File: src/rtl/imem_loader.sv
// rtl/imem_loader.sv - boot-time byte-stream loader that fills instruction memory and releases the core
// Frame: 16-bit word count, N big-endian words, 8-bit checksum making the byte sum zero.
module imem_loader #(
    parameter int DEPTH = 1024,
    parameter int AW    = 10
) (
    input  logic          clk,
    input  logic          rst,
    input  logic          in_valid,
    input  logic [7:0]    in_data,
    output logic          in_ready,
    output logic          im_wr_en,
    output logic [AW-1:0] im_wr_addr,
    output logic [31:0]   im_wr_data,
    output logic          core_rst,
    output logic          done,
    output logic          err
);

    typedef enum logic [2:0] {
        S_LEN_HI,
        S_LEN_LO,
        S_DATA,
        S_CSUM,
        S_DONE,
        S_ERROR
    } state_t;

    localparam logic [16:0]   DEPTH_L  = 17'(DEPTH);
    localparam logic [AW-1:0] ADDR_ONE = AW'(1);

    state_t        r_state;
    logic [7:0]    r_len_hi;
    logic [7:0]    r_sum;
    logic [16:0]   r_words_left;
    logic [AW-1:0] r_word_addr;
    logic [1:0]    r_byte_idx;
    logic [23:0]   r_asm;
    logic          r_in_ready;
    logic          r_wr_en;
    logic [AW-1:0] r_wr_addr;
    logic [31:0]   r_wr_data;
    logic          r_core_rst;
    logic          r_done;
    logic          r_err;

    logic          w_xfer;
    logic [7:0]    w_sum_next;
    logic [16:0]   w_count;

    assign w_xfer     = in_valid && r_in_ready;
    assign w_sum_next = r_sum + in_data;
    assign w_count    = {1'b0, r_len_hi, in_data};

    always_ff @(posedge clk) begin
        if (rst) begin
            r_state      <= S_LEN_HI;
            r_len_hi     <= '0;
            r_sum        <= '0;
            r_words_left <= '0;
            r_word_addr  <= '0;
            r_byte_idx   <= '0;
            r_asm        <= '0;
            r_in_ready   <= 1'b1;
            r_wr_en      <= 1'b0;
            r_wr_addr    <= '0;
            r_wr_data    <= '0;
            r_core_rst   <= 1'b1;
            r_done       <= 1'b0;
            r_err        <= 1'b0;
        end else begin
            r_wr_en    <= 1'b0;
            // Core leaves reset one cycle after done, so the last write has landed.
            r_core_rst <= !r_done;
            if (w_xfer) begin
                r_sum <= w_sum_next;
            end
            case (r_state)
                S_LEN_HI: begin
                    if (w_xfer) begin
                        r_len_hi <= in_data;
                        r_state  <= S_LEN_LO;
                    end
                end
                S_LEN_LO: begin
                    if (w_xfer) begin
                        if (w_count > DEPTH_L) begin
                            r_state    <= S_ERROR;
                            r_err      <= 1'b1;
                            r_in_ready <= 1'b0;
                        end else if (w_count == 17'd0) begin
                            r_state <= S_CSUM;
                        end else begin
                            r_state      <= S_DATA;
                            r_words_left <= w_count;
                            r_word_addr  <= '0;
                            r_byte_idx   <= '0;
                        end
                    end
                end
                S_DATA: begin
                    if (w_xfer) begin
                        r_asm      <= {r_asm[15:0], in_data};
                        r_byte_idx <= r_byte_idx + 2'd1;
                        // Fourth byte goes straight to the write port; only three need holding.
                        if (r_byte_idx == 2'd3) begin
                            r_wr_en      <= 1'b1;
                            r_wr_addr    <= r_word_addr;
                            r_wr_data    <= {r_asm, in_data};
                            r_word_addr  <= r_word_addr + ADDR_ONE;
                            r_words_left <= r_words_left - 17'd1;
                            if (r_words_left == 17'd1) begin
                                r_state <= S_CSUM;
                            end
                        end
                    end
                end
                S_CSUM: begin
                    if (w_xfer) begin
                        r_in_ready <= 1'b0;
                        if (w_sum_next == 8'd0) begin
                            r_state <= S_DONE;
                            r_done  <= 1'b1;
                        end else begin
                            r_state <= S_ERROR;
                            r_err   <= 1'b1;
                        end
                    end
                end
                default: begin
                end
            endcase
        end
    end

    assign in_ready   = r_in_ready;
    assign im_wr_en   = r_wr_en;
    assign im_wr_addr = r_wr_addr;
    assign im_wr_data = r_wr_data;
    assign core_rst   = r_core_rst;
    assign done       = r_done;
    assign err        = r_err;

endmodule

File: config.mk
export PLATFORM = sky130hd
export DESIGN_NAME = imem_loader
export DESIGN_NICKNAME = d
export VERILOG_FILES = /design/src/rtl/imem_loader.sv
export SDC_FILE = /design/constraint.sdc
export NUM_CORES = 1
export LEC_CHECK = 0
export CAP_MARGIN = 10
export CORE_MARGIN = 5
export CORE_UTILIZATION = 45
export DETAILED_ROUTE_END_ITERATION = 8
export GPL_ROUTABILITY_DRIVEN = 1
export PLACE_DENSITY_LB_ADDON = 0.08
export REMOVE_ABC_BUFFERS = 1
export SETUP_SLACK_MARGIN = 0.2
export SYNTH_ARGS = -nofsm -noshare
export SYNTH_HDL_FRONTEND = slang
export SYNTH_SLANG_ARGS = --single-unit
File: constraint.sdc
create_clock -name clk -period 2 [get_ports clk]
set_input_delay 0.2 -clock clk [delete_from_list [all_inputs] [get_ports clk]]
set_output_delay 0.2 -clock clk [all_outputs]
set_load 0.01 [all_outputs]
# ---- After elaboration in Yosys (flattened, before gate mapping)
# Cells that the tools add are included.
dict set report totals {
  register_bits 119
  out_inout_bits 47
  word_cells 91
}
dict set report op_classes {
  n_addsub 4
  order_cmp 1
  eq_ne 15
  n_mux 37
  n_bitwise 2
  reduce_logical 18
}
# op count
set op_table {}
lappend op_table {{17-bit two-way mux} 5}
lappend op_table {{10-bit two-way mux} 5}
lappend op_table {{17-bit case mux with 2 select lines} 1}
lappend op_table {{3-bit two-way mux} 7}
lappend op_table {{2-bit inequality test (second input constant)} 10}
lappend op_table {{10-bit case mux with 2 select lines} 1}
lappend op_table {{17-bit by 1-bit == test with 1-bit output (second input constant)} 1}
lappend op_table {{17-bit zero test} 1}
lappend op_table {{17-bit by 1-bit subtractor with 17-bit output (second input constant)} 1}
lappend op_table {{16-bit by 11-bit > comparator with 1-bit output (second input constant)} 1}
lappend op_table {{3-bit case mux with 4 select lines} 1}
lappend op_table {{10-bit by 1-bit adder with 10-bit output (second input constant)} 1}
lappend op_table {{1-bit two-way mux} 10}
lappend op_table {{5-bit AND reduction} 2}
lappend op_table {{8-bit adder} 1}
lappend op_table {{8-bit zero test} 1}
lappend op_table {{2-bit two-way mux} 4}
lappend op_table {{7-bit AND reduction} 1}
lappend op_table {{3-bit by 2-bit == test with 1-bit output (second input constant)} 2}
lappend op_table {{3-bit AND reduction} 2}
lappend op_table {{6-bit AND reduction} 1}
lappend op_table {{1-bit case mux with 2 select lines} 2}
lappend op_table {{2-bit case mux with 2 select lines} 1}
lappend op_table {{2-bit AND reduction} 2}
lappend op_table {{11 further kinds} 13}

# ---- Logic depth before layout (Yosys ltp)
# Gate-level depths: netlist of the first run.
dict set report logic_depth {
  word_depth 5
  ltp_mapped 8
  depth_no_buf 7
}

# ---- Worst setup path after synthesis of the first run
# OpenSTA, ideal clock, no wires.
dict set report synth_path {
  kind {reg-to-reg}
  startpoint {register r_sum[0]}
  endpoint {register r_done, in the netlist done}
  setup_ps 117
  arrival_time_ps 1809
  required_time_ps 1883
  path_slack_ps 74
  stages_incl_launch_ff 8
  period_less_slack_ps 1926
  cell_sequence {dfxtp_1 -> ha_1 -> fa_1 -> and3_1 -> o21a_1 -> o211ai_1 -> a21oi_1 -> a32o_1}
}
dict set report synth_between {
  elab_chain_len 3
}
# element line
set synth_rtl {}
lappend synth_rtl {{start, declared} 34} ;# logic [7:0] r_sum;
lappend synth_rtl {{start signal, assigned} 76} ;# r_sum <= w_sum_next;
lappend synth_rtl {{8-bit adder} 52} ;# assign w_sum_next = r_sum + in_data;
lappend synth_rtl {{8-bit zero test} 121} ;# if (w_sum_next == 8'd0) begin
lappend synth_rtl {{3-bit AND reduction (no line)} -}
lappend synth_rtl {{end signal, assigned} 69} ;# r_done <= 1'b0;
lappend synth_rtl {{end signal, assigned} 123} ;# r_done <= 1'b1;
lappend synth_rtl {{end, declared} 44} ;# logic r_done;
# No other way between the ends.
# A chain may end at the register's enable or synchronous reset.

# ---- Final worst setup path of the first run
# Ends and elaborated chain as after synthesis.

==> impl_metrics.xml, run 1 <==
<?xml version="1.0" encoding="UTF-8"?>
<metrics>
  <group name="outcome">
    <metric name="run_status" unit="">completed</metric>
  </group>
  <group name="placement">
    <metric name="routabilityCongestion" unit="">0.845</metric>
    <metric name="place_hpwl" unit="um">9950</metric>
    <metric name="buffer_ports.inserted" unit="">57</metric>
    <metric name="place_worst_setup_slack" unit="ns">-0.529</metric>
  </group>
  <group name="timing">
    <metric name="timing.slew.headroom" unit="%">57.8</metric>
    <metric name="setup-violations-final" unit="">0</metric>
    <metric name="setup_ws" unit="ns">0.131</metric>
    <metric name="tightestPinTransition" unit="ns">0.631</metric>
    <metric name="final.min_clock_period" unit="ns">1.87</metric>
    <metric name="fin_worst_skew" unit="ns">0.00813</metric>
    <metric name="maxSlewViolCount" unit="">0</metric>
    <metric name="final-hold-violation-count" unit="">0</metric>
    <metric name="finalCritPeriodShare" unit="%">93.4</metric>
    <metric name="achievable-frequency" unit="MHz">535</metric>
    <metric name="rsz_0062_raised_after_global_routing" unit="">true</metric>
  </group>
  <group name="cells_and_area">
    <metric name="post_route_cells_drive_above_1_share" unit="%">19.4</metric>
    <metric name="layout_overhead_on_the_synthesized_area" unit="%">35.4</metric>
    <metric name="layout.nets" unit="">782</metric>
    <metric name="layout_utilization" unit="%">61.4</metric>
    <metric name="antennaDiodeCount" unit="">0</metric>
  </group>
  <group name="yosys">
    <metric name="synthTopCellsByCount" unit="">nand2_1, dfxtp_1, a21oi_1</metric>
    <metric name="netlist_area" unit="sq mm">0.00538</metric>
    <metric name="synth_area_leader_cell" unit="">dfxtp_1</metric>
    <metric name="synth_top_flop_cell" unit="">dfxtp_1</metric>
    <metric name="post_synthesis_cells" unit="">664</metric>
    <metric name="yosysSeqAreaShare" unit="%">44.3</metric>
    <metric name="synth_area_leaders" unit="">dfxtp_1, nand2_1, a21oi_1</metric>
    <metric name="synthesis.yosys.warnings" unit="">0</metric>
    <metric name="yosysMostFrequentCell" unit="">nand2_1</metric>
    <metric name="netlist-cell-type-count" unit="">62</metric>
    <metric name="synth-edff-count" unit="">0</metric>
    <metric name="synth.avg_cell_area" unit="sq um">8.11</metric>
    <metric name="synth_seq_cells" unit="">119</metric>
    <metric name="share_of_flip_flops_with_an_asynchronous_set_or_reset" unit="%">0</metric>
    <metric name="synth_top_area_share" unit="%">44.3</metric>
  </group>
  <group name="critical_path">
    <metric name="crit_fanout" unit="">3</metric>
    <metric name="path_cells" unit="">ha_4, fa_2, and3_4, o21a_1, o211ai_1, a21oi_2, a32o_1</metric>
    <metric name="criticalPathCategory" unit="">reg -&gt; reg</metric>
    <metric name="cpMaxStageDelayCell" unit="">fa_2</metric>
    <metric name="worst_path_largest_cell_delay" unit="ns">0.35</metric>
    <metric name="worst_reg2reg_startpoint" unit="">r_sum[0]</metric>
    <metric name="regToRegEndpoint" unit="">done</metric>
    <metric name="setup.reg_to_reg.worst_slack" unit="ns">0.13</metric>
    <metric name="cp.required" unit="ns">2.31</metric>
    <metric name="endpoint_kind" unit="">flip-flop</metric>
    <metric name="crit_arrival" unit="ns">2.18</metric>
    <metric name="reg2reg_depth" unit="">7</metric>
    <metric name="cp-start-kind" unit="">flip-flop</metric>
  </group>
  <group name="die">
    <metric name="placeableCoreArea" unit="sq mm">0.0119</metric>
    <metric name="design.die.area" unit="sq mm">0.0142</metric>
    <metric name="top_level_ports" unit="">58</metric>
    <metric name="core.rowCount" unit="">40</metric>
    <metric name="floorplan.initialDensity" unit="%">45.4</metric>
    <metric name="die-width" unit="um">119</metric>
    <metric name="die-height" unit="um">119</metric>
  </group>
  <group name="routing">
    <metric name="routed_wl" unit="um">14700</metric>
    <metric name="drt_first_pass_iters" unit="">5</metric>
    <metric name="drtAntennaViolNets" unit="">0</metric>
    <metric name="drt_iter0_drc" unit="">423</metric>
    <metric name="wl_per_cell" unit="um">16.0</metric>
    <metric name="route.detailed.drc" unit="">0</metric>
    <metric name="route.detailed.vias_per_inst" unit="">5.62</metric>
    <metric name="route.vias.total" unit="">5144</metric>
  </group>
  <group name="grt">
    <metric name="number_of_antenna_violations_at_the_first_check_in_global_routing" unit="">0</metric>
    <metric name="overall_fraction_of_global_route_tracks_in_use" unit="%">20.8</metric>
    <metric name="global_route_wire_length_before_repair" unit="um">23900</metric>
    <metric name="grt_start_max_net_pins" unit="">67</metric>
    <metric name="gr-total-overflow" unit="">0</metric>
    <metric name="grt_pass1_vias" unit="">4823</metric>
  </group>
  <group name="clocking">
    <metric name="clkSinkCount" unit="">119</metric>
    <metric name="cts-htree-levels" unit="">4</metric>
    <metric name="hold_buffers" unit="">0</metric>
    <metric name="cts_tree" unit="">yes</metric>
    <metric name="numCtsBuffers" unit="">17</metric>
    <metric name="ctsRootBufferMaster" unit="">clkbuf_16</metric>
    <metric name="clock_pin_slew_on_the_worst_setup_and_hold_paths" unit="ns">0.05</metric>
    <metric name="clock_latency_reported_for_the_late_side_of_the_worst_skew_pair" unit="ns">0.41</metric>
    <metric name="clock_tree.buffer_depth" unit="">2</metric>
  </group>
  <group name="power_and_ir_drop">
    <metric name="power_leakage" unit="nW">2.66</metric>
    <metric name="power-per-cell-area" unit="mW/mm^2">896</metric>
    <metric name="irDropWorstVdd" unit="mV">0.483</metric>
  </group>
  <group name="hold_path">
    <metric name="hold_path_class" unit="">in -&gt; reg</metric>
    <metric name="min_delay_worst_endpoint" unit="">r_state[2]</metric>
    <metric name="hold_start" unit="">rst</metric>
    <metric name="min_delay_path_depth" unit="">2</metric>
  </group>
  <group name="job">
    <metric name="drv_cap" unit="">0</metric>
  </group>
</metrics>
==> placed cells by master, fill, tap and decap left out, types with 4 or more instances in the layout <==
cell / synthesis / routed
nand2_1: 182 / 180
dfxtp_1: 119 / 114
a21oi_1: 116 / 111
buf_4: 0 / 54
clkdlybuf4s50_1: 0 / 52
nor2_1: 24 / 24
nand3_1: 22 / 22
clkbuf_16: 0 / 17
nand2b_1: 10 / 10
ha_1: 11 / 8
inv_1: 8 / 7
nor4_4: 3 / 7
nand4_1: 7 / 7
o2111ai_1: 7 / 7
o32ai_2: 4 / 7
a31oi_1: 6 / 6
buf_6: 2 / 6
a21oi_2: 0 / 5
buf_12: 0 / 5
and3_1: 5 / 4
o31ai_2: 4 / 4
o21ai_0: 8 / 4
o21a_1: 4 / 4
nor3_1: 5 / 4
a32o_1: 4 / 4
clkinv_2: 0 / 4
dfxtp_2: 0 / 4
==> metrics by stage <==
stage	instances	setup TNS, ns	area, sq um	hold slack [ns]	power (mW)
6_report	915	0	7290	0.198	6.53
5_1_grt	915	0	7290	0.199	6.81
4_1_cts	912	0	7080	0.182	6.46
3_5_place_dp	880	-12.77	6420	0.401	3.51
3_3_place_gp	880	-11.01	6420	0.404	3.49
2_1_floorplan	619	-47.45	5180	0.269	3.07
==> kinds of logic (layout without fill, tap and decap cells) <==
family | count (synthesis) | after routing | share of synthesized area, %
and+or+nand+nor | 286 | 286 | 24.7
AOI/OAI and AO/OA | 187 | 187 | 22.7
DFF | 119 | 119 | 44.3
buffers and inverters | 53 | 157 | 4.23
adders and majority gates | 12 | 12 | 2.93
xor gates and xnor gates | 6 | 6 | 0.976
muxes | 1 | 1 | 0.186
==> per-layer routing <==
metal	global-route usage, %	vias to the layer above	wire length, um
li1	-	2540	-
met1	27.4	2434	6720
met2	32.8	143	6930
met3	6.03	27	727
met4	6.80	0	291
met5	0	-	0
==> power by group <==
group	leakage, nW	total, mW	switching [mW]	internal (mW)
combinational	1.42	1.12	0.609	0.513
sequential	0.965	2.53	0.0831	2.44
clock	0.273	2.88	1.02	1.86
total	2.66	6.53	1.71	4.82
==> sequential cells by signal, summed over array words and instances, names as in the netlist, 3 cells and up <==
signal / flops
r_sum: 8
r_asm: 24
r_word_addr: 10
r_words_left: 17
r_len_hi: 8
r_state: 3
im_wr_addr: 10
im_wr_data: 32
==> cell type report <==
| cell class | count | area, sq um |
|---|---|---|
| clock inverter | 9 | 104 |
| tap | 147 | 184 |
| inverter | 8 | 30.0 |
| multi-input combinational | 492 | 2990 |
| fill | 1066 | 4570 |
| sequential | 119 | 2390 |
| timing repair buffer | 121 | 1140 |
| clock buffer | 19 | 453 |
==> repair_timing <==
| item | in CTS | in global routing |
|---|---|---|
| resized for setup | 22 | 39 |
| setup endpoints to repair | 29 | 85 |
| hold endpoints to repair | 0 | 0 |
| pin swaps | 9 | 9 |
| setup buffers | 4 | 3 |
==> how the worst max path moves through the flow <==
stage | slack (ns) | to | startpoint
final | 0.13 | done | r_sum[0]
after global routing | 0.07 | r_sum[4] | r_sum[0]
after CTS | 0.14 | done | r_sum[0]
after detailed placement | -0.53 | done | in_data[0]
after global placement | -0.47 | done | in_data[0]
after floorplan | -0.94 | r_words_left[5] | r_state[1]
==> critical path: cells and delay by family, from the launching register on <==
kind	cells	cell delay, ns
and+or+nand+nor	1	0.17
AOI/OAI and AO/OA	4	0.76
adders and majority gates	2	0.51
DFF	1	0.33
Power figures use the tool's default switching activity.
==> inputs of run 2 (changes only) <==
--- a/config.mk
+++ b/config.mk
@@ -13,6 +13,8 @@
 export PLACE_DENSITY_LB_ADDON = 0.08
 export REMOVE_ABC_BUFFERS = 1
 export SETUP_SLACK_MARGIN = 0.2
+export SLEW_MARGIN = 40
 export SYNTH_ARGS = -nofsm -noshare
 export SYNTH_HDL_FRONTEND = slang
 export SYNTH_SLANG_ARGS = --single-unit
+export TNS_END_PERCENT = 100
==> results of run 2 <==
Same layout as run 1: the final DEF is identical, and so are final timing and power.
